<file path="src/rtl/serial_subtractor_pkg.sv">
// Shared definitions for the bit-serial subtractor: state encoding and default width.
package serial_subtractor_pkg;

  localparam int DEFAULT_WIDTH = 8;

  typedef enum logic [1:0] {
    ST_IDLE  = 2'd0,
    ST_SHIFT = 2'd1,
    ST_DONE  = 2'd2
  } state_t;

endpackage : serial_subtractor_pkg

</file>
<file path="src/rtl/serial_subtractor_half_subtractor.sv">
// Half-subtractor cell: difference and borrow of x - y.
module half_subtractor (
  input  logic x,
  input  logic y,
  output logic d,
  output logic b
);

  assign d = x ^ y;
  assign b = ~x & y;

endmodule : half_subtractor

</file>
<file path="src/rtl/serial_subtractor.sv">
// Bit-serial unsigned subtractor, LSB first, with start/busy/done handshake.
// D/Bo are only loaded on the completion edge, so they never show a partial result.
module serial_subtractor
  import serial_subtractor_pkg::*;
#(
  parameter int WIDTH = DEFAULT_WIDTH
) (
  input  logic             clk,
  input  logic             rst,
  input  logic             start,
  input  logic [WIDTH-1:0] A,
  input  logic [WIDTH-1:0] B,
  output logic             busy,
  output logic             done,
  output logic [WIDTH-1:0] D,
  output logic             Bo
);

  // One extra counter bit keeps WIDTH=1 legal.
  localparam int CW = $clog2(WIDTH + 1);
  localparam logic [CW-1:0] LAST_BIT = CW'(WIDTH - 1);

  state_t           state_reg, state_next;
  logic [WIDTH-1:0] a_reg, a_next;
  logic [WIDTH-1:0] b_reg, b_next;
  logic [WIDTH-1:0] res_reg, res_next;
  logic [WIDTH-1:0] d_reg, d_next;
  logic             borrow_reg, borrow_next;
  logic             bo_reg, bo_next;
  logic [CW-1:0]    cnt_reg, cnt_next;

  logic             hs1_d, hs1_b, hs2_b;
  logic             bit_d, bit_bout;
  logic [WIDTH-1:0] res_shift;

  // Full subtract of the current bit: two half-subtractors, borrows ORed here.
  half_subtractor u_hs_xy (
    .x (a_reg[0]),
    .y (b_reg[0]),
    .d (hs1_d),
    .b (hs1_b)
  );

  half_subtractor u_hs_r (
    .x (hs1_d),
    .y (borrow_reg),
    .d (bit_d),
    .b (hs2_b)
  );

  assign bit_bout = hs1_b | hs2_b;

  // Result register shifts right with the new difference bit entering at the MSB.
  genvar gi;
  generate
    for (gi = 0; gi < WIDTH; gi++) begin : g_res
      if (gi == WIDTH - 1) begin : g_msb
        assign res_shift[gi] = bit_d;
      end else begin : g_low
        assign res_shift[gi] = res_reg[gi+1];
      end
    end
  endgenerate

  // Next-state and datapath update; everything holds unless the state says otherwise.
  always_comb begin
    state_next  = state_reg;
    a_next      = a_reg;
    b_next      = b_reg;
    res_next    = res_reg;
    d_next      = d_reg;
    borrow_next = borrow_reg;
    bo_next     = bo_reg;
    cnt_next    = cnt_reg;
    case (state_reg)
      ST_IDLE: begin
        if (start) begin
          a_next      = A;
          b_next      = B;
          res_next    = '0;
          borrow_next = 1'b0;
          cnt_next    = '0;
          state_next  = ST_SHIFT;
        end
      end
      ST_SHIFT: begin
        a_next      = a_reg >> 1;
        b_next      = b_reg >> 1;
        res_next    = res_shift;
        borrow_next = bit_bout;
        cnt_next    = cnt_reg + CW'(1);
        if (cnt_reg == LAST_BIT) begin
          d_next     = res_shift;
          bo_next    = bit_bout;
          state_next = ST_DONE;
        end
      end
      ST_DONE: begin
        state_next = ST_IDLE;
      end
      default: begin
        state_next = ST_IDLE;
      end
    endcase
  end

  // State and datapath registers with synchronous reset taking priority.
  always_ff @(posedge clk) begin
    if (rst) begin
      state_reg  <= ST_IDLE;
      a_reg      <= '0;
      b_reg      <= '0;
      res_reg    <= '0;
      d_reg      <= '0;
      borrow_reg <= 1'b0;
      bo_reg     <= 1'b0;
      cnt_reg    <= '0;
    end else begin
      state_reg  <= state_next;
      a_reg      <= a_next;
      b_reg      <= b_next;
      res_reg    <= res_next;
      d_reg      <= d_next;
      borrow_reg <= borrow_next;
      bo_reg     <= bo_next;
      cnt_reg    <= cnt_next;
    end
  end

  assign busy = (state_reg == ST_SHIFT);
  assign done = (state_reg == ST_DONE);
  assign D    = d_reg;
  assign Bo   = bo_reg;

endmodule : serial_subtractor

</file>
<file path="config.mk">
export PLATFORM = sky130hd
export DESIGN_NAME = serial_subtractor
export DESIGN_NICKNAME = d
export VERILOG_FILES = /design/src/rtl/serial_subtractor_pkg.sv /design/src/rtl/serial_subtractor_half_subtractor.sv /design/src/rtl/serial_subtractor.sv
export SDC_FILE = /design/constraint.sdc
export NUM_CORES = 1
export LEC_CHECK = 0
export BUFFER_PORTS_ARGS = -buffer_cell sky130_fd_sc_hd__buf_2
export CAP_MARGIN = 10
export CORE_ASPECT_RATIO = 2
export CORE_MARGIN = 1
export CORE_UTILIZATION = 54
export CTS_CLUSTER_SIZE = 28
export DETAILED_ROUTE_END_ITERATION = 7
export GPL_TIMING_DRIVEN = 0
export PLACE_DENSITY = 0.73
export SETUP_SLACK_MARGIN = 0.02
export SYNTH_ARGS = -nofsm -noshare
export SYNTH_HDL_FRONTEND = slang
export SYNTH_SLANG_ARGS = --single-unit
</file>
<file path="constraint.sdc">
create_clock -name clk -period 1.6 [get_ports clk]
set_input_delay 0.24 -clock clk [delete_from_list [all_inputs] [get_ports clk]]
set_output_delay 0.24 -clock clk [all_outputs]
set_load 0.005 [all_outputs]
</file>
# Word level (Yosys, flattened, before mapping)
# Cells that the tools add are included.
[op_classes]
add_sub_neg = 1
n_eq_ne = 5
muxes = 13
bitwise_logic = 7
reduce_logical = 5
[op_table]
columns = ["cell", "n"]
rows = [
  ["case mux 8 bit (2 select lines)", 3],
  ["two-way mux 8 bit", 3],
  ["case mux 4 bit (2 select lines)", 1],
  ["AND reduction 2 bit", 3],
  ["adder 4 x 1 -> 4 bit (second input constant)", 1],
  ["== test 4 x 3 -> 1 bit (second input constant)", 1],
  ["two-way mux 2 bit", 2],
  ["two-way mux 4 bit", 1],
  ["case mux 2 bit (2 select lines)", 1],
  ["bitwise AND 1 bit", 2],
  ["== test 2 x 1 -> 1 bit (second input constant)", 1],
  ["== test 2 bit (second input constant)", 1],
  ["logical NOT 2 bit", 1],
  ["inequality test 2 x 1 -> 1 bit (second input constant)", 1],
  ["inequality test 2 bit (second input constant)", 1],
  ["inverter 1 bit", 2],
  ["case mux 1 bit (2 select lines)", 1],
  ["nonzero test 2 bit", 1],
  ["XOR 1 bit", 2],
  ["two-way mux 1 bit", 1],
  ["bitwise OR 1 bit", 1],
]
[totals]
register_bits = 40
inputBits = 19
output_inout_bits = 11

# Longest topological paths before layout
# Gate-level depths: netlist of run 1.
[depth]
word_depth = 5
depth_mapped = 6

# By module
# Synthesis of run 1 repeated with hierarchy kept, for this count alone.
[hier_totals]
cells_unflattened = 194
hier_area_um2 = 1859.3
[by_module_without_submodules]
columns = ["module", "n_inst", "cells_each", "area_per_inst_um2"]
rows = [
  ["serial_subtractor", 1, 188, 1819.2],
  ["half_subtractor", 2, 3, 20.0],
]

# Least setup slack after synthesis of run 1
# No wires, ideal clock.
[synth_timing]
path_type = "register to register"
startpoint = "reg state_reg[0]"
endpoint = "reg b_reg[3]"
setup_time_ns = 0.132
t_arrival_ns = 1.075
required_time_ns = 1.468
path_slack_ns = 0.393
stages_incl_launch_ff = 6
n_path_buf = 2
synth_period_minus_slack_ns = 1.207
cell_sequence = "dfxtp_1 buf_6 buf_6 or3b_1 a21oi_1 nor3_1"
[synth_between]
elab_chain_len = 3
[synth_rtl]
columns = ["element", "line", "text"]
rows = [
  ["start: declaration", "serial_subtractor.sv:23", "state_t state_reg, state_next;"],
  ["start signal: assignment", "serial_subtractor.sv:119", "state_reg <= state_next;"],
  ["== test 2 x 1 -> 1 bit / logical NOT 2 bit (equally long branches)", "serial_subtractor.sv:75", "case (state_reg)"],
  ["nonzero test 2 bit (no source line) / inequality test 2 bit (equally long branches)", "-", ""],
  ["AND reduction 2 bit (no source line)", "-", ""],
  ["end signal: assignment", "serial_subtractor.sv:121", "b_reg <= b_next;"],
  ["end: declaration", "serial_subtractor.sv:25", "logic [WIDTH-1:0] b_reg, b_next;"],
]
# Parallel ways exist; a longest one is shown, timed or not.
# A chain may end at the register's enable or synchronous reset.

# Final worst setup path of run 1
[layout_timing]
startpoint = "reg state_reg[1]"
endpoint = "out busy"
[layout_between]
elab_chain_len = 1
[layout_rtl]
columns = ["element", "line", "text"]
rows = [
  ["== test 2 x 1 -> 1 bit", "serial_subtractor.sv:130", "assign busy = (state_reg == ST_SHIFT);"],
  ["end: declaration", "serial_subtractor.sv:13", "output logic busy,"],
]
# Every way passes these cells.

==> impl_metrics.json, run 1 <==
{
  "combPwrFrac_pct": 12.1,
  "worstMarginPinSlew_ps": 487,
  "cts_buffers": 5,
  "criticalPathCategory": "reg2out",
  "post_drt_via_cell_ratio": 5.83,
  "area_growth_pct": 16.2,
  "timing.critical_path.mode_cell": "buf_4",
  "drt_iter0_markers": 63,
  "top_usage_layer": "met2",
  "port_buffers": 28,
  "htreeDepth": 2,
  "hold_slack_ps": 196,
  "p_int_mw": 1.52,
  "max_slew_margin_pct": 67.4,
  "fp.dieArea_mm2": 0.00346,
  "finalSetupViolations": 0,
  "clockPowerShare_pct": 36.3,
  "wl_per_cell_um": 15.9,
  "p_leak_nw": 0.830,
  "fmax_mhz": 655,
  "syn_area_mm2": 0.00174,
  "antenna_cells": 0,
  "antenna_found_initial": 0,
  "slowest_stage": "dfxtp_1",
  "hold_class": "in2reg",
  "synth_cells": 193,
  "worstSetupStartpointType": "register",
  "synth_area_per_cell_um2": 9.00,
  "timing.final.crit_period_ps": 1530,
  "synth.yosys.seq_area_share_pct": 44.9,
  "regToRegStartpoint": "cnt_reg[0]",
  "grt_overflow": 0,
  "synth-seq-cells": 39,
  "ys_types": 33,
  "path_cells": "buf_4 > nand2b_4 > inv_1 > buf_4 > buf_2",
  "place_hpwl_um": 3010,
  "tns_ps": 0,
  "crit_required_ps": 1360,
  "fin_worst_skew_ps": 2.72,
  "detail_route.first_pass.iterations": 4,
  "hold_viol_final": 0,
  "post-route-drc-count": 0,
  "cp-end-kind": "primary output",
  "routabilityCongestion": 0.898,
  "drt-total-wl_um": 4130,
  "syn_nets": 214,
  "min_period_over_period_pct": 95.4,
  "final_net_count": 249,
  "hold_start": "B[7]",
  "totalPowerFinal_mw": 2.01,
  "clk_pin_slew_ps": 70,
  "pre_cts_slack_ps": 235,
  "critPathMaxStageDelay_ps": 310,
  "pwr_density_cell_mw_per_mm2": 994,
  "clkSinkCount": 39,
  "yosys_warnings": 0,
  "use_met3_pct": 4.35,
  "p_sw_share_pct": 24.4,
  "root_buffer": "clkbuf_8",
  "grt_use_total_pct": 26.4,
  "grt_pass1_wl_um": 6870,
  "min_to": "b_reg[7]",
  "crit_fanout": 10,
  "worstRegToRegCells": 4,
  "dpl.cell_count": 251,
  "num_rows": 28,
  "clk_latency_ps": 290,
  "critPathArrivalTime_ps": 1290,
  "use_met1_pct": 25.7,
  "p_sw_uw": 489,
  "grt_pass1_vias": 1482,
  "r2r_slack_ps": 200,
  "die_h_um": 82.2,
  "ioPinCount": 30,
  "peakVddDrop_mv": 0.631,
  "num_vias": 1509,
  "ant_nets": 0,
  "start_util_pct": 57.7,
  "drive_gt1_share_pct": 23.6,
  "core_area_mm2": 0.00301,
  "cts_hold_buf": 0,
  "grt_max_degree": 12,
  "outcome": "completed",
  "drv_slew": 0,
  "seqPwrFrac_pct": 51.7,
  "cts_tree": "done",
  "layoutNonFillerInstCount": 259,
  "clock_path_buffers": 2,
  "max_cap_violations": 0,
  "dieWidth_um": 42.1,
  "worstReg2RegEnd": "Bo",
  "fin_ws_ps": 74.4,
  "rsz0062_at_grt": "yes",
  "hold_depth": 3,
  "met2_usage_pct": 53.1
}
==> power groups by stage <==
stage / Clock, mW / Sequential (mW) / Combinational, mW
floorplan: 0 / 1.05 / 0.174
global placement: 0 / 1.06 / 0.230
detailed placement: 0 / 1.06 / 0.239
CTS: 0.740 / 1.04 / 0.242
global route: 0.771 / 1.04 / 0.270
finish: 0.728 / 1.04 / 0.242
==> Yosys cell counts <==
master     n  share of area [%]
or3_1      1               0.36
nor4_1     1               0.36
o21bai_2   1               0.65
nor3_1    14                4.0
buf_4      4                1.7
or3b_2     4                2.0
a31oi_1    1               0.36
o32a_1     1               0.58
nand2_1    5                1.1
ha_1       1               0.72
nor3b_1    1               0.43
a311oi_1   1               0.50
a22oi_1    2               0.86
a21o_1     1               0.43
nor2_1    17                3.7
nor2_4     1               0.65
buf_2      4                1.2
fa_1       1                1.2
nand2b_4   1               0.79
nor2b_1    1               0.36
o31ai_1    8                3.5
or3b_1    10                5.0
clkbuf_1   7                1.5
o21ba_2    1               0.58
dfxtp_1   39                 45
inv_1      3               0.65
nand2b_1  14                5.0
a22o_1     8                4.0
and3b_1    1               0.50
buf_6      2                1.3
a211oi_1   3                1.3
a21oi_1   24                6.9
nand3_1   10                2.9
==> cell type report <==
cell class / count / area (µm²)
inverter: 3 / 11.3
buffer: 17 / 103
sequential: 39 / 781
fill: 257 / 993
clock buffer: 8 / 100
timing repair buffer: 28 / 140
multi-input combinational: 134 / 847
tap: 30 / 37.5
==> per-layer routing <==
layer  vias to the layer above  wire length (µm)
met5                         -                 0
met4                         0                72
met3                         7               142
met2                        40              2420
met1                       709              1500
li1                        753                 -
==> how the worst max path moves through the flow <==
| stage | startpoint | to | depth (start not counted) |
|---|---|---|---|
| after floorplan | state_reg[0] | b_reg[3] | 5 |
| after global placement | state_reg[1] | done | 4 |
| after detailed placement | state_reg[1] | done | 4 |
| after CTS | state_reg[1] | busy | 5 |
| after global routing | state_reg[1] | busy | 5 |
| final | state_reg[1] | busy | 5 |
==> what timing repair did <==
action                                  in CTS  in global routing
gates cloned                                 0                  0
buffers inserted                             0                  0
gates resized for setup                      1                  3
endpoints found under the setup margin       1                  2
==> logic make-up after synthesis <==
family,count (synthesis),synth area share [%]
AO/OA/AOI/OAI,51,19.7
adder cells (fa/ha/maj),2,1.87
buffers and inverters,20,6.34
flip-flops,39,44.9
AND/OR/NAND/NOR,81,27.2
==> metrics by stage <==
stage                     utilization (%)  instance area [µm²]
after CTS                            66.9                 2020
after global routing                 67.0                 2020
final                                67.0                 2020
after detailed placement             63.6                 1920
after global placement               63.6                 1920
after floorplan                         -                 1740
==> layout by cell type, fill, tap and decap left out, drive strengths merged <==
cell / count
dfxtp: 39
buf: 39
a21oi: 24
nor2: 18
nand2b: 15
nor3: 14
or3b: 14
clkbuf: 14
nand3: 10
a22o: 8
o31ai: 8
nand2: 5
inv: 3
a211oi: 3
a22oi: 2
nor2b: 1
o21ba: 1
and3b: 1
a21o: 1
a311oi: 1
o21bai: 1
or3: 1
a31oi: 1
nor4: 1
nor3b: 1
o32a: 1
fa: 1
ha: 1
==> critical path, delay by kind of cell, from the launching register on <==
family                 cells  cell delay, ps
flip-flops                 1             310
buffers and inverters      4             530
AND/OR/NAND/NOR            1             150
(Power assumes the default switching activity.)
==> run 2: changes to the inputs <==
--- a/config.mk
+++ b/config.mk
@@ -8,7 +8,7 @@
 export BUFFER_PORTS_ARGS = -buffer_cell sky130_fd_sc_hd__buf_2
 export CAP_MARGIN = 10
 export CORE_ASPECT_RATIO = 2
-export CORE_MARGIN = 1
+export CORE_MARGIN = 10
 export CORE_UTILIZATION = 54
 export CTS_CLUSTER_SIZE = 28
 export DETAILED_ROUTE_END_ITERATION = 7
==> impl_metrics.json, run 2 (synthesized netlist as in run 1, its figures left out) <==
{
  "outcome": "completed",
  "grt_pass1_wl_um": 7090,
  "finalSetupViolations": 0,
  "rsz0062_at_grt": "no",
  "r2r_slack_ps": 150,
  "final_common_cell": "dfxtp_1",
  "fp.dieArea_mm2": 0.00603,
  "grt_overflow": 0,
  "path_cells": "buf_4 > clkbuf_4 > nor2b_1 > buf_2",
  "max_slew_margin_pct": 66.1,
  "post-route-drc-count": 0,
  "place_hpwl_um": 3360,
  "fmax_mhz": 675,
  "worstMarginPinSlew_ps": 506,
  "dieWidth_um": 60.1,
  "place_area_mm2": 0.00192,
  "hold_viol_final": 0,
  "cts_buffers": 5,
  "drt_iter0_markers": 27,
  "final_cell_mix": "dfxtp_1, buf_2, a21oi_1, nor2_1",
  "root_buffer": "clkbuf_8",
  "core_area_mm2": 0.00312,
  "layoutNonFillerInstCount": 260,
  "max_cap_violations": 0,
  "grt_use_total_pct": 15.0,
  "p_leak_nw": 0.829,
  "drive_gt1_share_pct": 24.0,
  "antenna_cells": 0,
  "cp-end-kind": "primary output",
  "tns_ps": 0,
  "start_util_pct": 55.7,
  "routabilityCongestion": 0.897,
  "final_net_count": 249,
  "fin_area_mm2": 0.00203,
  "ioPinCount": 30,
  "drv_slew": 0,
  "min_period_over_period_pct": 92.6,
  "clkSinkCount": 39,
  "num_vias": 1550,
  "critPathArrivalTime_ps": 1240,
  "num_rows": 29,
  "detail_route.first_pass.iterations": 4,
  "totalPowerFinal_mw": 2.00,
  "timing.final.crit_period_ps": 1480,
  "peakVddDrop_mv": 0.867,
  "ant_nets": 0,
  "pwr_density_cell_mw_per_mm2": 989,
  "clk_pin_slew_ps": 70,
  "dpl.cell_count": 252,
  "cts_tree": "done",
  "worstSetupStartpointType": "register",
  "grt_max_degree": 12,
  "clock_path_buffers": 2,
  "area_growth_pct": 16.6,
  "htreeDepth": 2,
  "slowest_stage": "dfxtp_1",
  "hold_slack_ps": 184,
  "cts_hold_buf": 0,
  "criticalPathCategory": "reg2out",
  "die_h_um": 100,
  "hold_class": "in2reg",
  "clk_latency_ps": 290,
  "port_buffers": 28,
  "grt_pass1_vias": 1514,
  "fin_worst_skew_ps": 6.07,
  "antenna_found_initial": 0,
  "crit_required_ps": 1360,
  "drt-total-wl_um": 4360,
  "post_drt_via_cell_ratio": 5.96,
  "fill_cells": 276,
  "critPathMaxStageDelay_ps": 330,
  "wl_per_cell_um": 16.8,
  "crit_fanout": 10
}
-- run 2: changes by cell type in the layout (fill, tap and decap cells not counted), sizes merged --
| cell | before | now |
|---|---|---|
| buf | 39 | 38 |
| clkbuf | 14 | 15 |
-- run 2: power by group --
part	internal [mW]	switching [mW]	leakage (nW)
clock network	0.393	0.330	0.0515
logic	0.113	0.131	0.459
registers	1.01	0.0235	0.319
-- run 2: critical path, delay by kind of cell (launching register included) --
family	cells	cell delay (ps)
buffers and inverters	3	480
AND/OR/NAND/NOR	1	130
flip-flops	1	330
-- run 2: layout make-up --
type                       instances  area, µm²  share of cell area (%)
buffer                            17        109                    5.37
clock buffer                       8        100                    4.94
inverter                           3       11.3                   0.556
multi-input combinational        134        847                    41.8
sequential                        39        781                    38.5
tap                               31       38.8                    1.91
timing repair buffer              28        140                    6.91
-- run 2: worst paths after layout --
path	startpoint	endpoint	cells past startpoint
worst min register to register	borrow_reg	borrow_reg	1
worst max-delay path	state_reg[1]	done	4
worst min-delay path	A[7]	a_reg[7]	3
worst max register to register	cnt_reg[0]	D[4]	4
-- run 2: metal layers --
metal | wire length [µm] | vias to the layer above | GRT usage, %
li1 | - | 754 | -
met1 | 1600 | 734 | 15.0
met5 | 0 | - | 0
met3 | 251 | 15 | 5.06
met2 | 2350 | 47 | 25.5
met4 | 155 | 0 | 8.33
-- run 2: timing repair --
action,CTS,global route
setup buffers,0,0
setup endpoints to repair,2,2
gates resized for setup,2,4
-- run 2: metrics by stage --
stage,utilization (%),setup slack (ps)
after floorplan,-,393
after global placement,61.4,256
after detailed placement,61.4,210
after CTS,64.8,53.4
after global routing,65.0,27.6
final,65.0,118
